[config.mk]
export PLATFORM = sky130hd
export DESIGN_NAME = wire_sequencer
export DESIGN_NICKNAME = d
export VERILOG_FILES = /design/src/rtl/wire_sequencer.sv
export SDC_FILE = /design/constraint.sdc
export NUM_CORES = 1
export LEC_CHECK = 0
export CAP_MARGIN = 10
export CELL_PAD_IN_SITES_DETAIL_PLACEMENT = 2
export CELL_PAD_IN_SITES_GLOBAL_PLACEMENT = 2
export CORE_ASPECT_RATIO = 0.9
export CORE_UTILIZATION = 42
export CTS_BUF_LIST = sky130_fd_sc_hd__clkbuf_2 sky130_fd_sc_hd__clkbuf_4 sky130_fd_sc_hd__clkbuf_8
export DETAILED_ROUTE_END_ITERATION = 6
export DONT_BUFFER_PORTS = 1
export PLACE_DENSITY_LB_ADDON = 0.1
export SLEW_MARGIN = 20
export SYNTH_ARGS = -nofsm -noshare
export SYNTH_HDL_FRONTEND = slang
export SYNTH_SLANG_ARGS = --single-unit
export TNS_END_PERCENT = 1
[constraint.sdc]
create_clock -name clk -period 2.7 [get_ports clk]
set_clock_uncertainty 0.2 [all_clocks]
set_input_delay 0.405 -clock clk [delete_from_list [all_inputs] [get_ports clk]]
set_output_delay 0.405 -clock clk [all_outputs]
set_load 0.05 [all_outputs]
[src/rtl/wire_sequencer.sv]
// wire_sequencer: game-side source of the wire-cutting challenge.
// A start pulse plays SEQ_LEN pseudo-random colours, each followed by a blank
// (colour 0) gap. The XOR of the shown colours becomes the wire the player
// must cut. The player's cut, or a timeout, is then judged as success or fail.
// Downstream pause logic treats curr_colour == 0 as a pause, so the blank gaps
// double as pause signalling.

module wire_sequencer #(
  parameter int unsigned SEQ_LEN        = 4,              // 1..15 colours per round
  parameter int unsigned ON_CYCLES      = 100_000_000,    // >= 1
  parameter int unsigned GAP_CYCLES     = 25_000_000,     // >= 1
  parameter int unsigned TIMEOUT_CYCLES = 1_000_000_000,  // >= 1
  parameter logic [7:0]  SEED           = 8'h01
) (
  input  logic       clk,
  input  logic       rst,
  input  logic       start,
  input  logic       cut_valid,
  input  logic [2:0] cut_wire,
  output logic [2:0] curr_colour,
  output logic [2:0] wire_to_cut,
  output logic       busy,
  output logic       done,
  output logic       success,
  output logic       fail
);

  // FSM encoding
  localparam logic [2:0] StIdle   = 3'd0;
  localparam logic [2:0] StShow   = 3'd1;
  localparam logic [2:0] StGap    = 3'd2;
  localparam logic [2:0] StWait   = 3'd3;
  localparam logic [2:0] StResult = 3'd4;

  // An all-zero LFSR would lock up, so a zero seed is replaced by 1.
  localparam logic [7:0] SeedInit = (SEED == 8'h00) ? 8'h01 : SEED;

  // Terminal counts: each phase lasts exactly its cycle count, counting 0..N-1.
  localparam logic [31:0] OnLast      = 32'(ON_CYCLES - 1);
  localparam logic [31:0] GapLast     = 32'(GAP_CYCLES - 1);
  localparam logic [31:0] TimeoutLast = 32'(TIMEOUT_CYCLES - 1);
  localparam logic [3:0]  IdxLast     = 4'(SEQ_LEN - 1);

  logic [2:0]  state_q, state_d;
  logic [31:0] cnt_q, cnt_d;
  logic [3:0]  idx_q, idx_d;
  logic [7:0]  lfsr_q, lfsr_d;
  logic [2:0]  acc_q, acc_d;
  logic [2:0]  colour_q, colour_d;
  logic [2:0]  wire_q, wire_d;
  logic        busy_q, busy_d;
  logic        done_q, done_d;
  logic        success_q, success_d;
  logic        fail_q, fail_d;

  logic [7:0]  lfsr_next;
  logic [2:0]  new_colour;
  logic        cut_match;

  // LFSR successor and the colour it yields; colour 0 is reserved for blank.
  always_comb begin
    lfsr_next  = {lfsr_q[6:0], lfsr_q[7] ^ lfsr_q[5] ^ lfsr_q[4] ^ lfsr_q[3]};
    new_colour = (lfsr_next[2:0] == 3'd0) ? 3'd1 : lfsr_next[2:0];
    cut_match  = (cut_wire == wire_q);
  end

  // Next-state logic for the round FSM, counters and registered outputs.
  always_comb begin
    state_d   = state_q;
    cnt_d     = cnt_q;
    idx_d     = idx_q;
    lfsr_d    = lfsr_q;
    acc_d     = acc_q;
    colour_d  = colour_q;
    wire_d    = wire_q;
    busy_d    = busy_q;
    done_d    = done_q;
    success_d = success_q;
    fail_d    = fail_q;

    case (state_q)
      StIdle, StResult: begin
        if (start) begin
          // Begin a round: the LFSR keeps its state across rounds.
          state_d   = StShow;
          cnt_d     = 32'd0;
          idx_d     = 4'd0;
          lfsr_d    = lfsr_next;
          acc_d     = new_colour;
          colour_d  = new_colour;
          wire_d    = 3'd0;
          busy_d    = 1'b1;
          done_d    = 1'b0;
          success_d = 1'b0;
          fail_d    = 1'b0;
        end
      end

      StShow: begin
        if (cnt_q == OnLast) begin
          state_d  = StGap;
          cnt_d    = 32'd0;
          colour_d = 3'd0;
        end else begin
          cnt_d = cnt_q + 32'd1;
        end
      end

      StGap: begin
        if (cnt_q == GapLast) begin
          cnt_d = 32'd0;
          if (idx_q < IdxLast) begin
            state_d  = StShow;
            idx_d    = idx_q + 4'd1;
            lfsr_d   = lfsr_next;
            acc_d    = acc_q ^ new_colour;
            colour_d = new_colour;
          end else begin
            // Target becomes visible on the first WAIT cycle; 0 would read as "none".
            state_d = StWait;
            wire_d  = (acc_q == 3'd0) ? 3'd7 : acc_q;
          end
        end else begin
          cnt_d = cnt_q + 32'd1;
        end
      end

      StWait: begin
        // A cut on the final timeout cycle still counts as the player's answer.
        if (cut_valid) begin
          state_d   = StResult;
          busy_d    = 1'b0;
          done_d    = 1'b1;
          success_d = cut_match;
          fail_d    = ~cut_match;
        end else if (cnt_q == TimeoutLast) begin
          state_d   = StResult;
          busy_d    = 1'b0;
          done_d    = 1'b1;
          success_d = 1'b0;
          fail_d    = 1'b1;
        end else begin
          cnt_d = cnt_q + 32'd1;
        end
      end

      default: begin
        // Unreachable encodings recover to a clean idle.
        state_d   = StIdle;
        cnt_d     = 32'd0;
        idx_d     = 4'd0;
        colour_d  = 3'd0;
        wire_d    = 3'd0;
        busy_d    = 1'b0;
        done_d    = 1'b0;
        success_d = 1'b0;
        fail_d    = 1'b0;
      end
    endcase
  end

  // State registers; asynchronous reset drops every output without a clock edge.
  always_ff @(posedge clk or posedge rst) begin
    if (rst) begin
      state_q   <= StIdle;
      cnt_q     <= 32'd0;
      idx_q     <= 4'd0;
      lfsr_q    <= SeedInit;
      acc_q     <= 3'd0;
      colour_q  <= 3'd0;
      wire_q    <= 3'd0;
      busy_q    <= 1'b0;
      done_q    <= 1'b0;
      success_q <= 1'b0;
      fail_q    <= 1'b0;
    end else begin
      state_q   <= state_d;
      cnt_q     <= cnt_d;
      idx_q     <= idx_d;
      lfsr_q    <= lfsr_d;
      acc_q     <= acc_d;
      colour_q  <= colour_d;
      wire_q    <= wire_d;
      busy_q    <= busy_d;
      done_q    <= done_d;
      success_q <= success_d;
      fail_q    <= fail_d;
    end
  end

  // Outputs come straight from registers.
  always_comb begin
    curr_colour = colour_q;
    wire_to_cut = wire_q;
    busy        = busy_q;
    done        = done_q;
    success     = success_q;
    fail        = fail_q;
  end

endmodule

==> results.md, run 1 <==
- The run finished, with violations left.
- The final reports fail on DRC.
- The number of global-route vias before repair is 3361.
- The clock latency reported for the late side of the worst-skew pair is 0.36 ns.
- The first global-routing pass estimated 18190 um of wire.
- The post-CTS setup buffer count is 0.
- The number of pins with negative max-slew slack in the final report is 0.
- The maximum number of pins on one net before global-route repair is 32.
- For this design the static power due to leakage is 1.648 nW.
- Yosys attributes the largest share of cell area to dfrtp_1, xnor2_1, nor2_1.
- The final hold violation count came to 0.
- The critical path data arrival time is 2.68 ns.
- Summing every instance area after synthesis gives 3481 um^2.
- The share of the Yosys chip area taken by registers is 43.17%.
- The count of endpoints failing setup in the final report is 0.
- In this run the power spent charging and discharging nets is 1.518 mW.
- CTS built an H-tree with a depth of 3.
- Pin placement for this block handled 17 I/O pins.
- The fraction of the mapped netlist area in compound gates is 13.23%.
- The clock slew at the register clock pins of the worst setup and hold paths is 0.08 ns.
- The number of nets in the layout is 409.
- Compared with the post-synthesis result, the final layout area differs by 15.42%.
- The critical path class is reg -> reg.
- The count of buffering cells on the critical path with inverters included is 0.
- The biggest fanout along the worst timing path is 7.
- The first-iteration detailed-routing DRC count is 140.
- The post-synthesis cell count is 377.
- The switching share of total power is 42.98%.
- The post-detailed-routing wire length is 11380 um.
- Static timing analysis puts the maximum clock frequency at 378.9 MHz.
- The detail route stage leaves a number of antenna-violating nets equal to 0.
- The master cell of the clock root buffer is clkbuf_8.
- The number of synthesized flops with an enable pin is 0.
- The global-route congestion overflow total is 0.
- The initialized floorplan defines 31 standard-cell rows.
- Input and output buffers added on the ports amount to 0.
- TritonCTS built the clock tree.
- For this run, design rule violations remaining after detail routing come to 2.
- The total power density per cell area is 879.0 nW/um^2.
- The synthesized netlist devotes 0.7189% of its cell area to adder and majority cells.
- Yosys printed 0 warnings.
- The ratio of cells with drive above 1 in the final layout is 19.51%.
- The library cells used most frequently in the layout, excluding fill and tap cells, are dfrtp_1, nor2_1, buf_4, nand2_1.
- The largest total area in the synthesized netlist belongs to dfrtp_1.
- The slew at the pin with the worst max-slew slack is 0.9055 ns.
- The mux cell area share after synthesis is 3.451%.
- The number of sinks driven by the clock tree is 60.
- The start point of the worst hold path is start.
- For this block, the via count after detailed routing is 3095.
- After detailed routing, the number of vias per cell comes to 6.141.
- The wire length per cell is 22.58 um.
- The worst setup path is launched from a register.
- The part of the power in combinational logic is 35.8%.
- The largest stage delay on the critical path is 0.53 ns.
- The die height is 88.37 um.
- The average cell area after synthesis is 9.233 um^2.
- The finished layout holds 504 standard cells, fillers aside.
- For hold timing, the worst endpoint is busy.
- Cell internal power was estimated by the tool at 2.014 mW.
- Counting along the longest clock path gives a buffer depth of 2.
- The main flop type after synthesis is dfrtp_1.
- The floorplan step defined a die boundary enclosing 8656 um^2.
- Leaving out fill and tap cells, the most frequent cell in the layout is dfrtp_1.
- The antenna cell count is 0.
- The synthesized net count is 386.
- The synthesized design contains 60 register bits.
- The synthesized netlist devotes 6.290% of its cell area to XOR and XNOR gates.
- The end-of-flow core utilization is 50.04%.
- The path class of the tightest hold or removal check is in -> reg.
- The largest individual stage delay along the critical path comes from the cell or4b_4.
- The worst pin sits at a relative slew slack of 39.00%.
- Across the VDD grid, the largest voltage drop is 0.5448 mV.
- The cell type group with the largest total delay on the critical path is simple AND/OR/NAND/NOR gates.
- The worst flop-to-flop path startpoint is cnt_q[7].
- The overall routing resource usage is 27.82%.
- The destination of the worst register-to-register timing path is idx_q[0].
- Per report_power, the sequential group accounts for 40.4% of the total.
- STA puts the critical path data required time at 2.74 ns.
- The weighted congestion at the end of routability-driven global placement is 0.8205.
- For this run, the detailed router's first-pass iteration total came to 6.
- After synthesis, the share of flip-flops with an asynchronous set or reset is 100.0%.
- Of the post-synthesis cell area, the dominant cell type holds 42.42%.
- Setup repair after global routing could not meet its margin everywhere.
- The final period utilization is 97.75%.
- The signal on the critical path passes through nor4_1, or4b_4, or3_4, a21o_1, mux2_1.
- Counting instances, the worst hold path has a depth of 2.
- Of the total synthesized cell area, the portion taken by AND, OR, NAND and NOR gates is 28.90%.
- The worst reg2reg path depth is 5.
- Per report_power, the clock group accounts for 23.7% of the total.
- The horizontal die dimension is 97.96 um.
- The core region area is 8029 um^2.
- Subtracting the final worst setup slack from the clock period gives 2.639 ns.
- The initial utilization of the core area, before any placement, comes to 43.35%.
- After synthesis, the largest family of logic cells by area is simple AND/OR/NAND/NOR gates.
- In this run, placement finished with an instance count of 487.
- Buffers inserted during clock tree synthesis total 9.
- The worst setup slack for register-to-register paths is 0.06 ns.
- The number of antenna violations at the first check in global routing is 0.
- The synthesized netlist contains 59 unique library cells.
- STA classifies the critical path endpoint as a register.
- The sum of net half-perimeters after detailed placement is 8123 um.
- Across the run, the number of max-cap violations was 0.
[stage by stage]
stage	setup WS [ns]	hold slack (ns)	TNS [ns]	area (um^2)	total power, mW
4_1_cts	0.08229	0.1372	0	4000	3.555
2_1_floorplan	0.2547	0.2686	0	3481	2.233
3_3_place_gp	-0.05220	0.005394	-0.1737	3777	2.601
3_5_place_dp	-0.1054	0.007686	-0.3251	3777	2.681
6_report	0.06070	0.1359	0	4018	3.531
5_1_grt	-0.01576	0.1479	-0.01576	4018	3.719
[cells by family (layout without fill, tap and decap cells)]
| group | count (synthesis) | count (layout) |
|---|---|---|
| flip-flops | 60 | 60 |
| XOR/XNOR | 25 | 25 |
| AO/OA/AOI/OAI | 71 | 71 |
| adder cells (fa/ha/maj) | 2 | 2 |
| AND/OR/NAND/NOR | 174 | 174 |
| buffers and inverters | 34 | 62 |
| multiplexers | 11 | 11 |
[power by group through the flow]
stage | sequential [mW] | clock (mW) | combinational, mW
6_report | 1.43 | 0.839 | 1.27
4_1_cts | 1.43 | 0.859 | 1.27
3_3_place_gp | 1.42 | 0 | 1.18
3_5_place_dp | 1.44 | 0 | 1.24
5_1_grt | 1.45 | 0.889 | 1.38
2_1_floorplan | 1.36 | 0 | 0.875
[what timing repair did]
item | 4_1_cts | 5_1_grt
setup endpoints to repair | 7 | 7
hold buffers | 1 | 0
resized for setup | 3 | 4
hold endpoints to repair | 59 | 0
[routing by layer]
layer | part of all wire (%) | track usage [%] | vias to the layer above
li1 | - | - | 1439
met5 | 0 | 0 | -
met2 | 49 | 47.89 | 45
met3 | 3.0 | 5.213 | 15
met4 | 1.2 | 9.780 | 0
met1 | 46 | 35.44 | 1596
[flip-flops by register name (all words and copies together), names as in the netlist]
signal,cells
acc_q,3
busy,1
cnt_q,32
curr_colour,3
done,1
fail,1
idx_q,4
lfsr_q,8
state_q,3
success,1
wire_to_cut,3
[cell type report]
cell class              count  area (um^2)
well taps                  99        123.9
repair buffers             33        275.3
multi-input cells         283         1867
clock buffers               9        123.9
flip-flops and latches     60         1503
fillers                   864         4011
inverters                  13        48.80
clock inverters             7        76.32
[cells in the mapped netlist, drive strengths merged (3+ instances only)]
library cell	count
or4	9
nand2	29
nor3	14
inv	13
and2	5
o22ai	5
nand4b	3
a21o	3
or3	16
nand4	11
and4	5
buf	13
nand3	16
and3	5
dfrtp	59
nor4	14
o31ai	7
nor2	32
xor2	4
clkbuf	8
a21oi	17
xnor2	21
a22o	3
o21ai	21
mux2i	3
mux2	8
[how the worst max path moves through the flow]
stage / start / end / slack, ns / depth (start not counted)
floorplan: cnt_q[9] / idx_q[0] / 0.25 / 5
global placement: cnt_q[8] / curr_colour[0] / -0.05 / 7
detailed placement: cnt_q[7] / curr_colour[1] / -0.11 / 6
CTS: cnt_q[8] / idx_q[0] / 0.08 / 7
global route: cnt_q[7] / idx_q[0] / -0.02 / 5
finish: cnt_q[7] / idx_q[0] / 0.06 / 5
(Power assumes the default switching activity.)
==> run 2, diff against run 1 <==
GPL_TIMING_DRIVEN = 0   (was default)
SLEW_MARGIN = default   (was 20)
==> results.md, run 2 (synthesis gave the netlist of run 1 again) <==
- Outcome: complete, but fails checks (unchanged).
- Violated checks: DRC (unchanged).
- The worst-case vdd ir drop is 0.4625 mV (was 0.5448 mV).
- Most frequent cells in the layout: dfrtp_1, nor2_1, nand2_1, o21ai_0, xnor2_1 (was dfrtp_1, nor2_1, buf_4, nand2_1).
- The start point of the worst hold path is start (unchanged).
- The worst flop-to-flop path startpoint is cnt_q[10] (was cnt_q[7]).
- The total power density per cell area is 893.6 nW/um^2 (was 879.0 nW/um^2).
- The worst setup slack for register-to-register paths was 0.07 ns (was 0.06 ns).
- The reported leakage power is 1.624 nW (was 1.648 nW).
- The worst reg2reg path depth is 5 (unchanged).
- The maximum number of pins on one net before global-route repair is 37 (was 32).
- The die height is 88.37 um (unchanged).
- The worst slack on hold paths came to 0.1097 ns (was 0.1359 ns).
- Cell-by-cell trace of the critical path: or3_4, or4b_4, or3_4, a21o_1, mux2_1 (was nor4_1, or4b_4, or3_4, a21o_1, mux2_1).
- The end-of-flow core utilization is 49.56% (was 50.04%).
- The first-pass detailed-route iteration total was 6 (unchanged).
- The horizontal die dimension was 97.96 um (unchanged).
- The endpoint of the worst hold path is busy (unchanged).
- The met1 wire length was 5239 um (was 5280 um).
- The biggest fanout along the worst timing path is 5 (was 7).
- The master cell of the clock root buffer is clkbuf_8 (unchanged).
- The ratio of routed vias to standard cells was 6.212 (was 6.141).
- The cell depth of the worst setup path is 5 (unchanged).
- The total via count in the routed design is 3112 (was 3095).
- The first-pass GRT wire length is 17880 um (was 18190 um).
- The starting utilization of the core area came to 43.35% (unchanged).
- Largest registers: cnt_q x32, lfsr_q x8, idx_q x4 (unchanged).
- The port buffer count is 0 (unchanged).
- The pre-CTS worst setup slack is -0.3556 ns (was -0.1054 ns).
- The count of buffering cells on the critical path with inverters included is 0 (unchanged).
- The wire length per cell came to 22.45 um (was 22.58 um).
- The antenna cell count is 0 (unchanged).
- The final period utilization came to 97.26% (was 97.75%).
- The clock latency reported for the late side of the worst-skew pair is 0.36 ns (about the same).
- The number of nets in the layout was 406 (was 409).
- The number of global-route vias before repair is 3418 (was 3361).
- The final hold violation count is 0 (unchanged).
- The H-tree depth was 3 (unchanged).
- The category of the worst setup path capture point was a register (unchanged).
- The count of standard-cell rows was 31 (unchanged).
- The count of endpoints failing setup in the final report is 0 (unchanged).
- The CTS tree was yes (unchanged).
- The synthesis-to-layout area growth was 14.31% (was 15.42%).
- The uppermost signal routing layer after detailed routing is met4 (unchanged).
- The number of antenna violations at the first check in global routing is 0 (unchanged).
- The commonest non-fill, non-tap cell in the layout is dfrtp_1 (unchanged).
- The destination of the worst register-to-register timing path is idx_q[0] (unchanged).
- The number of sinks driven by the clock tree is 60 (unchanged).
- The die outline area came to 8656 um^2 (unchanged).
- The I/O pin total is 17 (unchanged).
- The depth of the worst hold-timing path came to 2 (unchanged).
- The most flop-heavy register is cnt_q (unchanged).
- The clock slew at the register clock pins of the worst setup and hold paths is 0.07 ns (was 0.08 ns).
- The data required time at the worst endpoint is 2.74 ns (about the same).
- The sum of net half-perimeters after detailed placement is 7402 um (was 8123 um).
- The master of the slowest instance on the critical path is or4b_4 (unchanged).
- The routed length on met2 is 5508 um (was 5625 um).
- The first-iteration detailed-routing DRC count is 108 (was 140).
- The global-route congestion overflow total was 0 (unchanged).
- The worst slew margin relative to its limit was 45.23% (was 39.00%).
- The power after layout is 3.556 mW (was 3.531 mW).
- The number of flip-flops under the largest register name is 32 (unchanged).
- The number of buffers on the longest clock path came to 2 (unchanged).
- The ratio of cells with drive above 1 in the final layout is 17.66% (was 19.51%).
- The post-detailed-routing wire length is 11250 um (was 11380 um).
- The weighted congestion at the end of routability-driven global placement is 0.7831 (was 0.8205).
- The final critical-path required period is 2.626 ns (was 2.639 ns).
- The number of buffers created by CTS came to 9 (unchanged).
- The detailed-routed wire length on met3 is 339 um (was 338 um).
- The kind of start point of the critical path is a register (unchanged).
- The slew at the pin with the worst max-slew slack is 0.8129 ns (was 0.9055 ns).
- The largest stage delay on the critical path is 0.51 ns (was 0.53 ns).
- RSZ-0062 raised after global routing: true (unchanged).
- The number of max-cap violations is 0 (unchanged).
- The count of antenna-violating nets left after detailed routing is 0 (unchanged).
- The count of unresolved DRC violations after routing came to 2 (unchanged).
- The placed cell area is 3628 um^2 (was 3777 um^2).
- The critical path data arrival time is 2.66 ns (was 2.68 ns).
- The number of pins with negative max-slew slack in the final report is 0 (unchanged).
- The overall routing resource usage was 27.09% (was 27.82%).
- The cell type group with the largest total delay on the critical path is simple AND/OR/NAND/NOR gates (unchanged).
- The post-layout worst setup margin is 0.07403 ns (was 0.06070 ns).
- Among the stages of the critical path, the cell type that occurs most often is or3_4.
- The achievable clock frequency is 380.8 MHz (was 378.9 MHz).
- The core region area is 8029 um^2 (unchanged).
- The final cell area excluding filler cells is 3979 um^2 (was 4018 um^2).
- The worst hold-check path type is in -> reg (unchanged).
- The critical path class is reg -> reg (unchanged).
run 2: cell types whose count changed in the layout (fill, tap and decap cells not counted), moves of 2 or more:
cell,before,now
buf_2,0,6
buf_4,30,10
clkbuf_1,0,6
clkbuf_4,0,4
clkbuf_8,9,13
clkinv_4,2,0
run 2: cell type report:
class | instances | area [um^2]
flip-flops and latches | 60 | 1504
plain buffers | 21 | 117.6
clock buffers | 13 | 178.9
multi-input cells | 283 | 1884
clock inverters | 3 | 42.54
well taps | 99 | 123.9
inverters | 13 | 48.80
repair buffers | 9 | 78.83
fillers | 851 | 4050
run 2: through the flow:
stage,std cells,setup TNS (ns)
global route,501,-0.003253
floorplan,377,0
CTS,498,0
detailed placement,478,-4.596
finish,501,0
global placement,476,-13.34
run 2: timing repair:
action | CTS | global route
resized for setup | 6 | 16
hold buffers | 1 | 0
endpoints found under the hold margin | 24 | 0
setup buffers | 3 | 3
pin swaps | 2 | 1
setup endpoints to repair | 49 | 47
run 2: layer usage:
metal / up-vias / global-route usage, %
met5: - / 0
met4: 0 / 10.06
met3: 17 / 6.477
met2: 51 / 45.07
met1: 1620 / 34.69
li1: 1424 / -
run 2: how the worst max path moves through the flow:
stage                   start        endpoint  slack (ns)
floorplan            cnt_q[9]        idx_q[0]        0.25
global placement    cnt_q[15]  curr_colour[2]       -0.53
detailed placement   cnt_q[0]       lfsr_q[2]       -0.36
CTS                  cnt_q[0]       lfsr_q[2]        0.02
global route        cnt_q[15]       cnt_q[23]      -0.002
finish              cnt_q[10]        idx_q[0]        0.07
run 2: report_power, final:
part           leakage (nW)  switching, mW  total [mW]  internal (mW)
registers             0.805          0.335        1.41           1.08
logic                 0.707          0.755        1.23          0.475
clock network         0.112          0.389       0.915          0.526
==> run 3, diff against run 2 <==
CORE_UTILIZATION = 45   (was 42)
clock period = 3.2 ns   (was 2.7 ns; I/O delays follow)
==> results.md, run 3 (synthesis gave the netlist of run 1 again) <==
- The number of buffers created by CTS is 9 (unchanged).
- The kind of start point of the critical path was a register (unchanged).
- The antenna cell count is 0 (unchanged).
- The weighted congestion at the end of routability-driven global placement is 0.8250 (was 0.7831).
- The switching share of total power is 44.75% (was 41.59%).
- Most frequent cells in the layout: dfrtp_1, nor2_1, nand2_1, o21ai_0, xnor2_1 (unchanged).
- The commonest non-fill, non-tap cell in the layout is dfrtp_1 (unchanged).
- The CTS tree is yes (unchanged).
- The wire length per cell came to 23.19 um (was 22.45 um).
- The number of cells upsized or downsized after cts is 0 (was 6).
- The overall routing resource usage was 30.33% (was 27.09%).
- The number of antenna violations at the first check in global routing was 0 (unchanged).
- The total power density per cell area is 739.7 nW/um^2 (was 893.6 nW/um^2).
- The placed cell area was 3625 um^2 (was 3628 um^2).
- The number of pins with negative max-slew slack in the final report came to 0 (unchanged).
- The slew at the pin with the worst max-slew slack is 0.9034 ns (was 0.8129 ns).
- The critical path data arrival time was 3.01 ns (was 2.66 ns).
- The reported leakage power came to 1.555 nW (was 1.624 nW).
- The power after layout is 2.837 mW (was 3.556 mW).
- The global-route congestion overflow total is 0 (unchanged).
- The worst slew margin relative to its limit is 39.14% (was 45.23%).
- The depth of the worst hold-timing path is 2 (unchanged).
- RSZ-0062 raised after global routing: false (was true).
- The sum of net half-perimeters after detailed placement is 7745 um (was 7402 um).
- The most flop-heavy register is cnt_q (unchanged).
- The global routing met2 resource utilization is 50.69% (was 45.07%).
- The ratio of routed vias to standard cells is 6.248 (was 6.212).
- The count of standard-cell rows is 30 (was 31).
- The final critical-path required period came to 2.988 ns (was 2.626 ns).
- The total negative slack was 0 ns (unchanged).
- The final hold violation count is 0 (unchanged).
- The starting utilization of the core area is 46.37% (was 43.35%).
- The number of sinks driven by the clock tree was 60 (unchanged).
- The count of unresolved DRC violations after routing is 0 (was 2).
- Largest registers: cnt_q x32, lfsr_q x8, idx_q x4 (unchanged).
- The worst reg2reg path depth is 8 (was 5).
- The horizontal die dimension is 94.71 um (was 97.96 um).
- The busiest metal layer after global routing is met2 (unchanged).
- The count of antenna-violating nets left after detailed routing is 0 (unchanged).
- The port buffer count is 0 (unchanged).
- The category of the worst setup path capture point is a register (unchanged).
- The die height is 85.44 um (was 88.37 um).
- The worst setup slack for register-to-register paths is 0.21 ns (was 0.07 ns).
- The part of the power in combinational logic was 36.0% (was 34.6%).
- The master cell of the clock root buffer is clkbuf_8 (unchanged).
- The first-iteration detailed-routing DRC count is 88 (was 108).
- The final cell area excluding filler cells is 3835 um^2 (was 3979 um^2).
- The number of global-route vias before repair is 3413 (was 3418).
- The ratio of cells with drive above 1 in the final layout came to 14.29% (was 17.66%).
- The H-tree depth was 3 (unchanged).
- The start point of the worst hold path is start (unchanged).
- The number of max-cap violations is 0 (unchanged).
- The maximum number of pins on one net before global-route repair is 38 (was 37).
- The data required time at the worst endpoint came to 3.22 ns (was 2.74 ns).
- The met3 demand-to-capacity share in global routing is 6.004% (was 6.477%).
- The core region area is 7507 um^2 (was 8029 um^2).
- The first-pass detailed-route iteration total was 4 (was 6).
- The endpoint of the worst hold path is busy (unchanged).
- The clock latency reported for the late side of the worst-skew pair is 0.35 ns (was 0.36 ns).
- The internal power component came to 1.567 mW (was 2.077 mW).
- The post-detailed-routing wire length is 11480 um (was 11250 um).
- The clock slew at the register clock pins of the worst setup and hold paths is 0.08 ns (was 0.07 ns).
- The final period utilization is 93.37% (was 97.26%).
- The number of buffers on the longest clock path is 2 (unchanged).
- The destination of the worst register-to-register timing path is cnt_q[12] (was idx_q[0]).
- The count of endpoints failing setup in the final report is 0 (unchanged).
- The critical path class is reg -> reg (unchanged).
- The met1 usage is 39.76% (was 34.69%).
- The die outline area is 8091 um^2 (was 8656 um^2).
- The clock network power share is 22.2% (was 25.7%).
- The worst-case vdd ir drop was 0.4442 mV (was 0.4625 mV).
- The sequential share of power came to 41.8% (was 39.7%).
- Outcome: complete, no violations (was complete, but fails checks).
- The start point of the critical path is state_q[0] (was cnt_q[10]).
- The I/O pin total is 17 (unchanged).
- The synthesis-to-layout area growth is 10.17% (was 14.31%).
- The first-pass GRT wire length came to 18370 um (was 17880 um).
- The number of flip-flops under the largest register name is 32 (unchanged).
- The biggest fanout along the worst timing path came to 10 (was 5).
- The switching component of the power came to 1.270 mW (was 1.479 mW).
- The total via count in the routed design is 3093 (was 3112).
- The worst hold-check path type is in -> reg (unchanged).
- The worst flop-to-flop path startpoint is state_q[0] (was cnt_q[10]).
- The achievable clock frequency was 334.7 MHz (was 380.8 MHz).
- The number of nets in the layout was 403 (was 406).
-- run 3: what timing repair did --
item / in CTS / in global routing
hold buffers: 1 / 0
setup endpoints to repair: 0 / 6
hold endpoints to repair: 23 / 0
buffers inserted: 0 / 3
-- run 3: worst max-delay path by stage --
stage          cells past startpoint             end
3_5_place_dp                       7       lfsr_q[4]
5_1_grt                            8       cnt_q[12]
6_report                           8       cnt_q[12]
3_3_place_gp                       6  curr_colour[2]
2_1_floorplan                      5        idx_q[0]
4_1_cts                            7       lfsr_q[4]
-- run 3: area by class of cell --
| type | count | area, um^2 |
|---|---|---|
| plain buffers | 21 | 98.84 |
| clock buffers | 9 | 123.9 |
| flip-flops and latches | 60 | 1503 |
| fillers | 799 | 3672 |
| clock inverters | 7 | 53.80 |
| repair buffers | 6 | 56.30 |
| well taps | 96 | 120.1 |
| inverters | 13 | 48.80 |
| multi-input cells | 283 | 1831 |
-- run 3: critical path, stage by stage, from the launching register on --
cell and delay, ns:
dfrtp_1 0.46, buf_4 0.22, or3_1 0.48, nand4_1 0.18, clkbuf_1 0.40, buf_1 0.48
nor3_1 0.15, xnor2_1 0.22, nor2_1 0.08
-- run 3: power by group through the flow --
stage                     registers [mW]  clock network [mW]  logic [mW]
after global placement              1.18                   0       0.945
after global routing                1.21               0.672        1.12
after floorplan                     1.15                   0       0.739
after CTS                           1.18               0.640        1.02
final                               1.19               0.629        1.02
after detailed placement            1.20                   0        1.01
-- run 3: stage by stage --
| stage | worst slack, ns | util [%] | instances | hold WS [ns] |
|---|---|---|---|---|
| final | 0.2121 | 51.08 | 495 | 0.2284 |
| after detailed placement | 0.09625 | 48.28 | 475 | 0.2535 |
| after CTS | 0.05859 | 50.78 | 492 | 0.2110 |
| after global routing | 0.08637 | 51.08 | 495 | 0.2618 |
| after global placement | -0.01225 | 47.97 | 473 | 0.2839 |
| after floorplan | 0.7547 | - | 377 | 0.2686 |
-- run 3: routing by layer --
metal	routed length [um]	up-vias
met1	5251	1608
li1	-	1421
met4	126	0
met3	356	14
met2	5747	50
met5	0	-
